[src/rtl/vlc_div_seq_if.sv]
// vlc_div_seq_if: operand/result handshake bundle for the sequential divider.
// master = operand producer / result consumer, slave = divider.
interface vlc_div_seq_if #(
  parameter int DATA_WIDTH = 32
);
  logic                  in_valid;
  logic                  in_ready;
  logic [DATA_WIDTH-1:0] num;
  logic [DATA_WIDTH-1:0] den;
  logic                  out_valid;
  logic                  out_ready;
  logic [DATA_WIDTH-1:0] quot;
  logic                  ovf;
  logic                  div0;

  modport master (
    output in_valid, num, den, out_ready,
    input  in_ready, out_valid, quot, ovf, div0
  );

  modport slave (
    input  in_valid, num, den, out_ready,
    output in_ready, out_valid, quot, ovf, div0
  );
endinterface

[src/rtl/vlc_div_seq.sv]
// vlc_div_seq: sequential signed fixed-point divider, quot = num/den, using
// the linear-CORDIC vectoring iteration with operand range pre-scaling.
// Optional macro VLC_DIV_SAT_EN: saturate the quotient on overflow
// (default build wraps it and still flags ovf).
module vlc_div_seq #(
  parameter int DATA_WIDTH  = 32,
  parameter int CORDIC_QUAN = 16,
  parameter int N_ITER      = 18
) (
  input logic         clk,
  input logic         rst_n,
  vlc_div_seq_if.slave bus
);
  localparam int XW = DATA_WIDTH + 2;
  localparam int RW = XW + DATA_WIDTH;
  localparam int SW = $clog2(DATA_WIDTH);
  localparam logic [SW-1:0] SH_MAX = SW'(DATA_WIDTH - 1);
  localparam logic [SW-1:0] K_LAST = SW'(N_ITER - 1);
  localparam logic signed [XW-1:0] ONE = XW'(1) <<< CORDIC_QUAN;
  localparam logic [DATA_WIDTH-1:0] Q_MAX = {1'b0, {(DATA_WIDTH-1){1'b1}}};
  localparam logic [DATA_WIDTH-1:0] Q_MIN = {1'b1, {(DATA_WIDTH-1){1'b0}}};

  typedef enum logic [1:0] {S_IDLE, S_NORM, S_ITER, S_DONE} state_t;

  state_t                 state_q, state_d;
  logic signed [XW-1:0]   x_q, x_d;
  logic signed [XW-1:0]   y_q, y_d;
  logic signed [XW-1:0]   z_q, z_d;
  logic [SW-1:0]          sh_q, sh_d;
  logic [SW-1:0]          k_q, k_d;
  logic [DATA_WIDTH-1:0]  quot_q, quot_d;
  logic                   ovf_q, ovf_d;
  logic                   div0_q, div0_d;
  logic                   out_valid_q, out_valid_d;

  logic signed [XW-1:0]   num_ext, den_ext;
  logic signed [XW-1:0]   y_abs, x_dbl;
  logic signed [XW-1:0]   x_term, z_term;
  logic signed [XW-1:0]   y_step, z_step;
  logic signed [RW-1:0]   r_full;
  logic                   r_fits;
  logic                   term_on;

  assign bus.in_ready  = (state_q == S_IDLE);
  assign bus.out_valid = out_valid_q;
  assign bus.quot      = quot_q;
  assign bus.ovf       = ovf_q;
  assign bus.div0      = div0_q;

  // Datapath helpers: one CORDIC step and the post-scaled result it would give.
  always_comb begin
    num_ext = {{2{bus.num[DATA_WIDTH-1]}}, bus.num};
    den_ext = {{2{bus.den[DATA_WIDTH-1]}}, bus.den};
    y_abs   = y_q[XW-1] ? -y_q : y_q;
    x_dbl   = x_q <<< 1;
    term_on = (int'(k_q) <= CORDIC_QUAN);
    x_term  = term_on ? (x_q >>> k_q) : '0;
    z_term  = term_on ? (ONE >>> k_q) : '0;
    // y==0 steps the same way as positive y
    if (y_q[XW-1]) begin
      y_step = y_q + x_term;
      z_step = z_q - z_term;
    end else begin
      y_step = y_q - x_term;
      z_step = z_q + z_term;
    end
    // Scaling back by 2^sh happens on the final z, so use the stepped value
    r_full = RW'(z_step) <<< sh_q;
    r_fits = (r_full[RW-1:DATA_WIDTH-1] == '0) || (r_full[RW-1:DATA_WIDTH-1] == '1);
  end

  // State and datapath registers.
  always_ff @(posedge clk or negedge rst_n) begin
    if (!rst_n) begin
      state_q     <= S_IDLE;
      x_q         <= '0;
      y_q         <= '0;
      z_q         <= '0;
      sh_q        <= '0;
      k_q         <= '0;
      quot_q      <= '0;
      ovf_q       <= 1'b0;
      div0_q      <= 1'b0;
      out_valid_q <= 1'b0;
    end else begin
      state_q     <= state_d;
      x_q         <= x_d;
      y_q         <= y_d;
      z_q         <= z_d;
      sh_q        <= sh_d;
      k_q         <= k_d;
      quot_q      <= quot_d;
      ovf_q       <= ovf_d;
      div0_q      <= div0_d;
      out_valid_q <= out_valid_d;
    end
  end

  // Next-state and datapath update: load, normalise, iterate, deliver.
  always_comb begin
    state_d     = state_q;
    x_d         = x_q;
    y_d         = y_q;
    z_d         = z_q;
    sh_d        = sh_q;
    k_d         = k_q;
    quot_d      = quot_q;
    ovf_d       = ovf_q;
    div0_d      = div0_q;
    out_valid_d = out_valid_q;

    unique case (state_q)
      S_IDLE: begin
        if (bus.in_valid) begin
          if (bus.den == '0) begin
            quot_d      = bus.num[DATA_WIDTH-1] ? Q_MIN : Q_MAX;
            ovf_d       = 1'b0;
            div0_d      = 1'b1;
            out_valid_d = 1'b1;
            state_d     = S_DONE;
          end else begin
            // Fold the divisor sign into the dividend so x is always positive
            x_d     = den_ext[XW-1] ? -den_ext : den_ext;
            y_d     = den_ext[XW-1] ? -num_ext : num_ext;
            z_d     = '0;
            sh_d    = '0;
            k_d     = '0;
            state_d = S_NORM;
          end
        end
      end

      S_NORM: begin
        // Scale x up until |y/x| < 2, the convergence range of the iteration
        if ((y_abs >= x_dbl) && (sh_q < SH_MAX)) begin
          x_d  = x_dbl;
          sh_d = sh_q + SW'(1);
        end else begin
          k_d     = '0;
          state_d = S_ITER;
        end
      end

      S_ITER: begin
        y_d = y_step;
        z_d = z_step;
        if (k_q == K_LAST) begin
          div0_d      = 1'b0;
          out_valid_d = 1'b1;
          state_d     = S_DONE;
          if (r_fits) begin
            quot_d = r_full[DATA_WIDTH-1:0];
            ovf_d  = 1'b0;
          end else begin
            ovf_d  = 1'b1;
`ifdef VLC_DIV_SAT_EN
            quot_d = r_full[RW-1] ? Q_MIN : Q_MAX;
`else
            quot_d = r_full[DATA_WIDTH-1:0];
`endif
          end
        end else begin
          k_d = k_q + SW'(1);
        end
      end

      S_DONE: begin
        if (out_valid_q && bus.out_ready) begin
          out_valid_d = 1'b0;
          state_d     = S_IDLE;
        end
      end

      default: state_d = S_IDLE;
    endcase
  end
endmodule

[src/flat_wrapper.sv]
// flat-port wrapper written by rule: the top's interface ports become plain ports
module vlc_div_seq_flat 
#(
  parameter int DATA_WIDTH  = 32,
  parameter int CORDIC_QUAN = 16,
  parameter int N_ITER      = 18
)
  (clk, rst_n, bus_in_valid, bus_num, bus_den, bus_out_ready, bus_in_ready, bus_out_valid, bus_quot, bus_ovf, bus_div0);
  vlc_div_seq_if #(.DATA_WIDTH(DATA_WIDTH)) bus_i ();
  input logic clk;
  input logic rst_n;
  input wire logic [$bits(bus_i.in_valid)-1:0] bus_in_valid;
  input wire logic [$bits(bus_i.num)-1:0] bus_num;
  input wire logic [$bits(bus_i.den)-1:0] bus_den;
  input wire logic [$bits(bus_i.out_ready)-1:0] bus_out_ready;
  output wire logic [$bits(bus_i.in_ready)-1:0] bus_in_ready;
  output wire logic [$bits(bus_i.out_valid)-1:0] bus_out_valid;
  output wire logic [$bits(bus_i.quot)-1:0] bus_quot;
  output wire logic [$bits(bus_i.ovf)-1:0] bus_ovf;
  output wire logic [$bits(bus_i.div0)-1:0] bus_div0;
  assign bus_i.in_valid = bus_in_valid;
  assign bus_i.num = bus_num;
  assign bus_i.den = bus_den;
  assign bus_i.out_ready = bus_out_ready;
  assign bus_in_ready = bus_i.in_ready;
  assign bus_out_valid = bus_i.out_valid;
  assign bus_quot = bus_i.quot;
  assign bus_ovf = bus_i.ovf;
  assign bus_div0 = bus_i.div0;
  vlc_div_seq #(.DATA_WIDTH(DATA_WIDTH), .CORDIC_QUAN(CORDIC_QUAN), .N_ITER(N_ITER)) u_core (.clk(clk), .rst_n(rst_n), .bus(bus_i));
endmodule
[config.mk]
export PLATFORM = sky130hd
export DESIGN_NAME = vlc_div_seq_flat
export DESIGN_NICKNAME = d
export VERILOG_FILES = /design/src/rtl/vlc_div_seq_if.sv /design/src/rtl/vlc_div_seq.sv /design/src/flat_wrapper.sv
export SDC_FILE = /design/constraint.sdc
export NUM_CORES = 1
export LEC_CHECK = 0
export CAP_MARGIN = 20
export CORE_MARGIN = 1.5
export CORE_UTILIZATION = 40
export DETAILED_ROUTE_END_ITERATION = 16
export PLACE_DENSITY = 0.61
export RECOVER_POWER = 50
export SETUP_SLACK_MARGIN = 0.1
export SKIP_LAST_GASP = 1
export SYNTH_ARGS = -nofsm -noshare
export SYNTH_HDL_FRONTEND = slang
export SYNTH_SLANG_ARGS = --single-unit
[constraint.sdc]
create_clock -name clk -period 12.1 [get_ports clk]
set_clock_uncertainty 0.15 [all_clocks]
set_input_delay 3.63 -clock clk [delete_from_list [all_inputs] [get_ports clk]]
set_output_delay 3.63 -clock clk [all_outputs]
set_load 0.02 [all_outputs]
==> out/qor.yml, run 1 <==
gp_congestion: 0.989
post_dp_cell_area_um2: 21100
rr_worst_depth: 29
cp_num_cells: 1
cap_violations: 1
cp_max_fo: 101
drtIter0Drc: 2469
post-route-min-period_ns: 9.14
slew_viol_final: 102
synth-edff-count: 0
stdcell_area_um2: 21700
setup_tns_ns: 0
timing.hold.ws_ns: 0.326
wirelength_um: 71800
synthMuxAreaShare_pct: 9.42
synthCells: 2655
synth_compound_area_share_pct: 29.0
cts_tree: "yes"
async_flop_share_pct: 100
cp-start-kind: "input pin"
grt_pass1_vias: 19100
timing.critical_path.required_ns: 10.67
worst_slew_pin_slew_ns: 5.87
clkLatencyLatePin_ns: 0.50
slew_headroom_pct: -292
grt_pass1_wl_um: 112000
synth_area_um2: 19800
dr.pass1.iters: 7
yosys.area_share.simple_pct: 22.2
failed_checks: "max-capacitance violations, max-slew violations"
critPathCaptureType: "asynchronous set/reset pin"
synth_top_family_by_area: "compound AO/OA/AOI/OAI gates"
cts_buffers: 17
cts_buffer_depth: 2
seq_area_frac_synth_pct: 18.8
overflow: 0
synthesis.nets: 2842
clkTransAtPathRegs_ns: 0.07
grt_max_degree: 102
whs_path_depth: 2
die_h_um: 225
syn2layout_area_growth_pct: 9.70
rows: 81
fin_nets: 2813
routed_via_density: 6.32
synth-adder-area-share_pct: 7.60
wl_per_cell_um: 21.7
worstSetupPathType: "input pin to asynchronous set/reset pin"
path_cells: "clkbuf_1"
ys_types: 96
grt_use_total_pct: 28.2
dp_slack_ns: 3.83
hold_viol: 0
fin_ws_ns: 2.96
antenna_left: 0
core_area_um2: 48800
vias: 20900
dp_hpwl_um: 54600
synth-xor-area-share_pct: 7.53
synth_seq_cells: 149
antenna_found_initial: 0
drc: 0
io_pins: 104
initial_utilization_pct: 40.5
cpMaxStageDelayCell: "clkbuf_1"
min_period_over_period_pct: 75.5
crit_family: "buffers and inverters"
die_area_um2: 50800
cts_root_buf: "clkbuf_16"
r2r_slack_ns: 4.02
hold_buffers: 0
hp-class: "flop to flop"
syn_avg_cell_area_um2: 7.45
rsz0062_at_grt: "no"
cp_num_buf_inv: 1
ctsResizeCount: 0
drive_gt1_share_pct: 6.48
crit_arrival_ns: 7.71
synth_ff_type: "dfrtp_1"
status: "complete, but fails checks"
setup_viol: 0
die_x_um: 225
port_buffers: 103
fmax_ghz: 0.109
numClockSinks: 149
critPathMaxStageDelay_ns: 4.03
cts_setup_buffers: 0
h-tree-depth: 4
diodes: 0
yosys_warnings: 0
## logic make-up after synthesis
family                   count (synthesis)
flip-flops                             149
AND/OR/NAND/NOR                        944
XOR/XNOR                               170
multiplexers                           117
AO/OA/AOI/OAI                          891
buffers and inverters                  265
adder cells (fa/ha/maj)                119
## sequential cells by signal, indices dropped and copies added (netlist names)
| register | cells |
|---|---|
| u_core.z_q | 34 |
| u_core.bus.div0 | 1 |
| u_core.bus.out_valid | 1 |
| u_core.k_q | 5 |
| u_core.bus.quot | 32 |
| u_core.y_q | 34 |
| u_core.sh_q | 5 |
| u_core.x_q | 34 |
| u_core.bus.ovf | 1 |
| u_core.state_q | 2 |
## per-stage QoR
stage	utilization, %	std cells
floorplan	-	2655
global placement	43.3	3270
detailed placement	43.3	3270
CTS	44.4	3302
global route	44.4	3303
finish	44.4	3303
## Yosys cell counts (22+ instances only)
cell type	number	area [µm²]
mux2i_1	49	490
nand2_1	305	1140
o211ai_1	28	210
clkbuf_1	140	526
nor2_1	291	1090
xnor2_1	86	753
o21ai_0	215	1080
dfrtp_1	149	3730
a21oi_1	243	1220
mux4_2	51	1150
nor3_1	67	335
o31ai_1	50	375
nor2b_1	22	138
inv_1	85	319
or3_1	33	206
nand2b_1	26	163
a31oi_1	27	169
a211oi_1	34	255
nand3_1	49	245
ha_1	117	1460
a22o_1	22	193
a21o_1	53	398
o21a_1	30	225
xor2_1	84	736
nand4_1	34	213
## layout by cell type, fill, tap and decap left out, types with 25 or more instances in the layout
cell type / instances
a211oi_1: 34
a21o_1: 53
a21oi_1: 243
a31oi_1: 27
buf_4: 27
clkdlybuf4s50_1: 83
dfrtp_1: 146
ha_1: 115
inv_1: 84
mux2i_1: 49
mux4_2: 51
nand2_1: 305
nand2b_1: 25
nand3_1: 49
nand4_1: 34
nor2_1: 291
nor3_1: 67
o211ai_1: 28
o21a_1: 30
o21ai_0: 214
o31ai_1: 50
or3_1: 33
xnor2_1: 86
xor2_1: 84
## layer usage
layer / part of all wire, % / GRT usage (%) / vias to the layer above
met2: 41 / 39.7 / 946
met1: 48 / 42.9 / 10000
met4: 1.9 / 7.64 / 0
met5: 0 / 0 / -
met3: 9.3 / 5.70 / 98
li1: - / - / 9774
## worst paths after layout
check / from / end
worst max-delay path: rst_n / u_core.y_q[33]
worst min register to register: u_core.bus.quot[0] / u_core.bus.quot[0]
max in group clk: u_core.k_q[2] / u_core.bus.ovf
min in group asynchronous: rst_n / u_core.y_q[2]
worst max register to register: u_core.k_q[2] / u_core.bus.ovf
worst min-delay path: u_core.bus.quot[0] / u_core.bus.quot[0]
## tightest hold or removal path, cell delays in order, from the launching register on
cell     delay [ns]
dfrtp_1        0.34
nand2_1        0.05
o21ai_0        0.06
## area by class of cell
type / instances / area (µm²)
fill: 5019 / 27100
inverter: 86 / 323
timing repair buffer: 131 / 1230
tap: 664 / 831
clock inverter: 14 / 130
clock buffer: 18 / 439
sequential: 149 / 3730
multi-input combinational: 2241 / 15000
Power of run 1 is not shown: default switching activity piles up to over one toggle a cycle in this logic, so the estimate is an artifact.
==> inputs of run 2 (changes only) <==
clock period = 9.12 ns   (was 12.1 ns; I/O delays follow)
==> out/qor.yml, run 2 (same netlist as run 1, synthesis figures left out) <==
wl_per_cell_um: 22.1  # +1.7%
ctsResizeCount: 0  # unchanged
setup_tns_ns: 0  # unchanged
cts_buffer_depth: 2  # unchanged
die_h_um: 225  # unchanged
cpMaxStageDelayCell: "a211oi_1"
syn2layout_area_growth_pct: 10.0
fin_nets: 2816  # +0.11%
cts_tree: "yes"
wirelength_um: 73100  # +1.8%
cts_root_buf: "clkbuf_16"
worstReg2RegStart: "u_core.k_q[0]"
crit_arrival_ns: 8.16  # +0.45 ns
die_x_um: 225  # unchanged
core_area_um2: 48800  # unchanged
rsz0062_at_grt: "no"
hold_viol: 0  # unchanged
slew_headroom_pct: -225  # +67 points
setup_viol: 0  # unchanged
grt_use_total_pct: 29.0  # +0.81 points
cp_max_fo: 21  # -79%
h-tree-depth: 4  # unchanged
status: "complete, but fails checks"
clkLatencyLatePin_ns: 0.50  # about the same
min_from: "u_core.bus.quot[0]"
drive_gt1_share_pct: 6.59  # +0.11 points
critPathCaptureType: "flop"
antenna_found_initial: 1  # +1
cts_buffers: 17  # unchanged
whs_path_depth: 2  # unchanged
hp-class: "flop to flop"
top_regs: "u_core.x_q (34), u_core.y_q (34), u_core.z_q (34)"
startpoint: "u_core.k_q[0]"
final_common_cell: "nand2_1"
gp_congestion: 0.976  # -1.3%
r2r_slack_ns: 1.20  # -2.82 ns
timing.critical_path.required_ns: 9.35  # -1.32 ns
layout_common_cells: "nand2_1 (305), nor2_1 (291), a21oi_1 (243)"
cap_violations: 1  # unchanged
cp_num_cells: 26  # +25
critPathMaxStageDelay_ns: 0.63  # -3.40 ns
post-route-min-period_ns: 7.92
min_period_over_period_pct: 86.9
dp_hpwl_um: 56000  # +2.5%
grt_max_degree: 100  # -2.0%
dr.pass1.iters: 6  # -1
failed_checks: "max-capacitance violations, max-slew violations"
clkTransAtPathRegs_ns: 0.08  # about the same
slew_viol_final: 100  # -2.0%
antenna_left: 0  # unchanged
io_pins: 104  # unchanged
worst_slew_pin_slew_ns: 4.87  # -1.00 ns
cp-start-kind: "flop"
crit_top_cell: "ha_1"
crit_family: "compound AO/OA/AOI/OAI gates"
grt_pass1_wl_um: 114000  # +2.3%
hold_buffers: 0  # unchanged
numClockSinks: 149  # unchanged
overflow: 0  # unchanged
drc: 0  # unchanged
worstSetupPathType: "flop to flop"
cts_setup_buffers: 0  # unchanged
routed_via_density: 6.34  # +0.31%
die_area_um2: 50800  # unchanged
port_buffers: 103  # unchanged
diodes: 0  # unchanged
vias: 20900  # +0.40%
fmax_ghz: 0.126
rr_worst_depth: 26  # -10%
rows: 81  # unchanged
cp_num_buf_inv: 2  # +1
initial_utilization_pct: 40.5  # unchanged
grt_pass1_vias: 19200  # +0.53%
drtIter0Drc: 2152  # -13%
[run 2: cell types whose count changed in the layout (fill, tap and decap cells not counted)]
cell	before	now
and2_0	1	0
and2_1	15	16
buf_16	0	2
buf_4	27	28
clkbuf_1	1	0
clkdlybuf4s25_1	0	1
clkinvlp_4	1	2
inv_6	6	5
[run 2: worst paths after layout]
check,to
worst max register to register,u_core.bus.ovf
min in group asynchronous,u_core.x_q[10]
worst min-delay path,u_core.bus.quot[0]
worst min register to register,u_core.bus.quot[0]
max in group asynchronous,u_core.y_q[33]
worst max-delay path,u_core.bus.ovf
[run 2: worst register-to-register path, cell delays in order, from the launching register on]
cell and delay (ns):
dfrtp_2 0.61, inv_1 0.19, ha_1 0.41, nand2_1 0.17, nor2_1 0.45, inv_1 0.10
ha_1 0.29, and4_1 0.20, o21a_1 0.22, o31a_1 0.16, ha_1 0.26, nor2b_1 0.13
a31oi_1 0.20, ha_1 0.35, a21oi_1 0.16, o21ai_0 0.44, a21oi_1 0.33, and4_1 0.28
a211oi_1 0.63, a21oi_1 0.18, a31oi_1 0.39, a211oi_1 0.17, o31ai_1 0.40, o2111ai_1 0.18
or4_1 0.51, a2bb2oi_1 0.19, a32oi_1 0.07
[run 2: layout make-up]
type                            instances  area [µm²]
Multi-Input combinational cell       2241       15000
Timing Repair Buffer                  134        1300
Fill cell                            5013       27100
Sequential cell                       149        3730
Clock inverter                         14         129
Tap cell                              664         831
Clock buffer                           18         439
Inverter                               86         323
[run 2: per-layer routing]
metal	vias to the layer above	global-route usage [%]	wire [µm]	part of all wire [%]
met5	-	0	0	0
met4	0	8.51	1700	2.3
met3	107	5.96	6540	8.9
met2	927	40.4	29600	40
met1	10100	44.2	35300	48
li1	9797	-	-	-
[run 2: through the flow]
step / util [%] / cells / setup WS [ns] / hold WS (ns) / area (µm²)
floorplan: - / 2655 / 1.43 / 0.295 / 19800
global placement: 43.3 / 3270 / 1.55 / 0.316 / 21100
detailed placement: 43.3 / 3271 / 1.44 / 0.319 / 21200
CTS: 44.5 / 3303 / 1.40 / 0.339 / 21700
global route: 44.6 / 3306 / 0.512 / 0.361 / 21800
finish: 44.6 / 3306 / 1.20 / 0.329 / 21800
Power of run 2 is left out for the same reason.
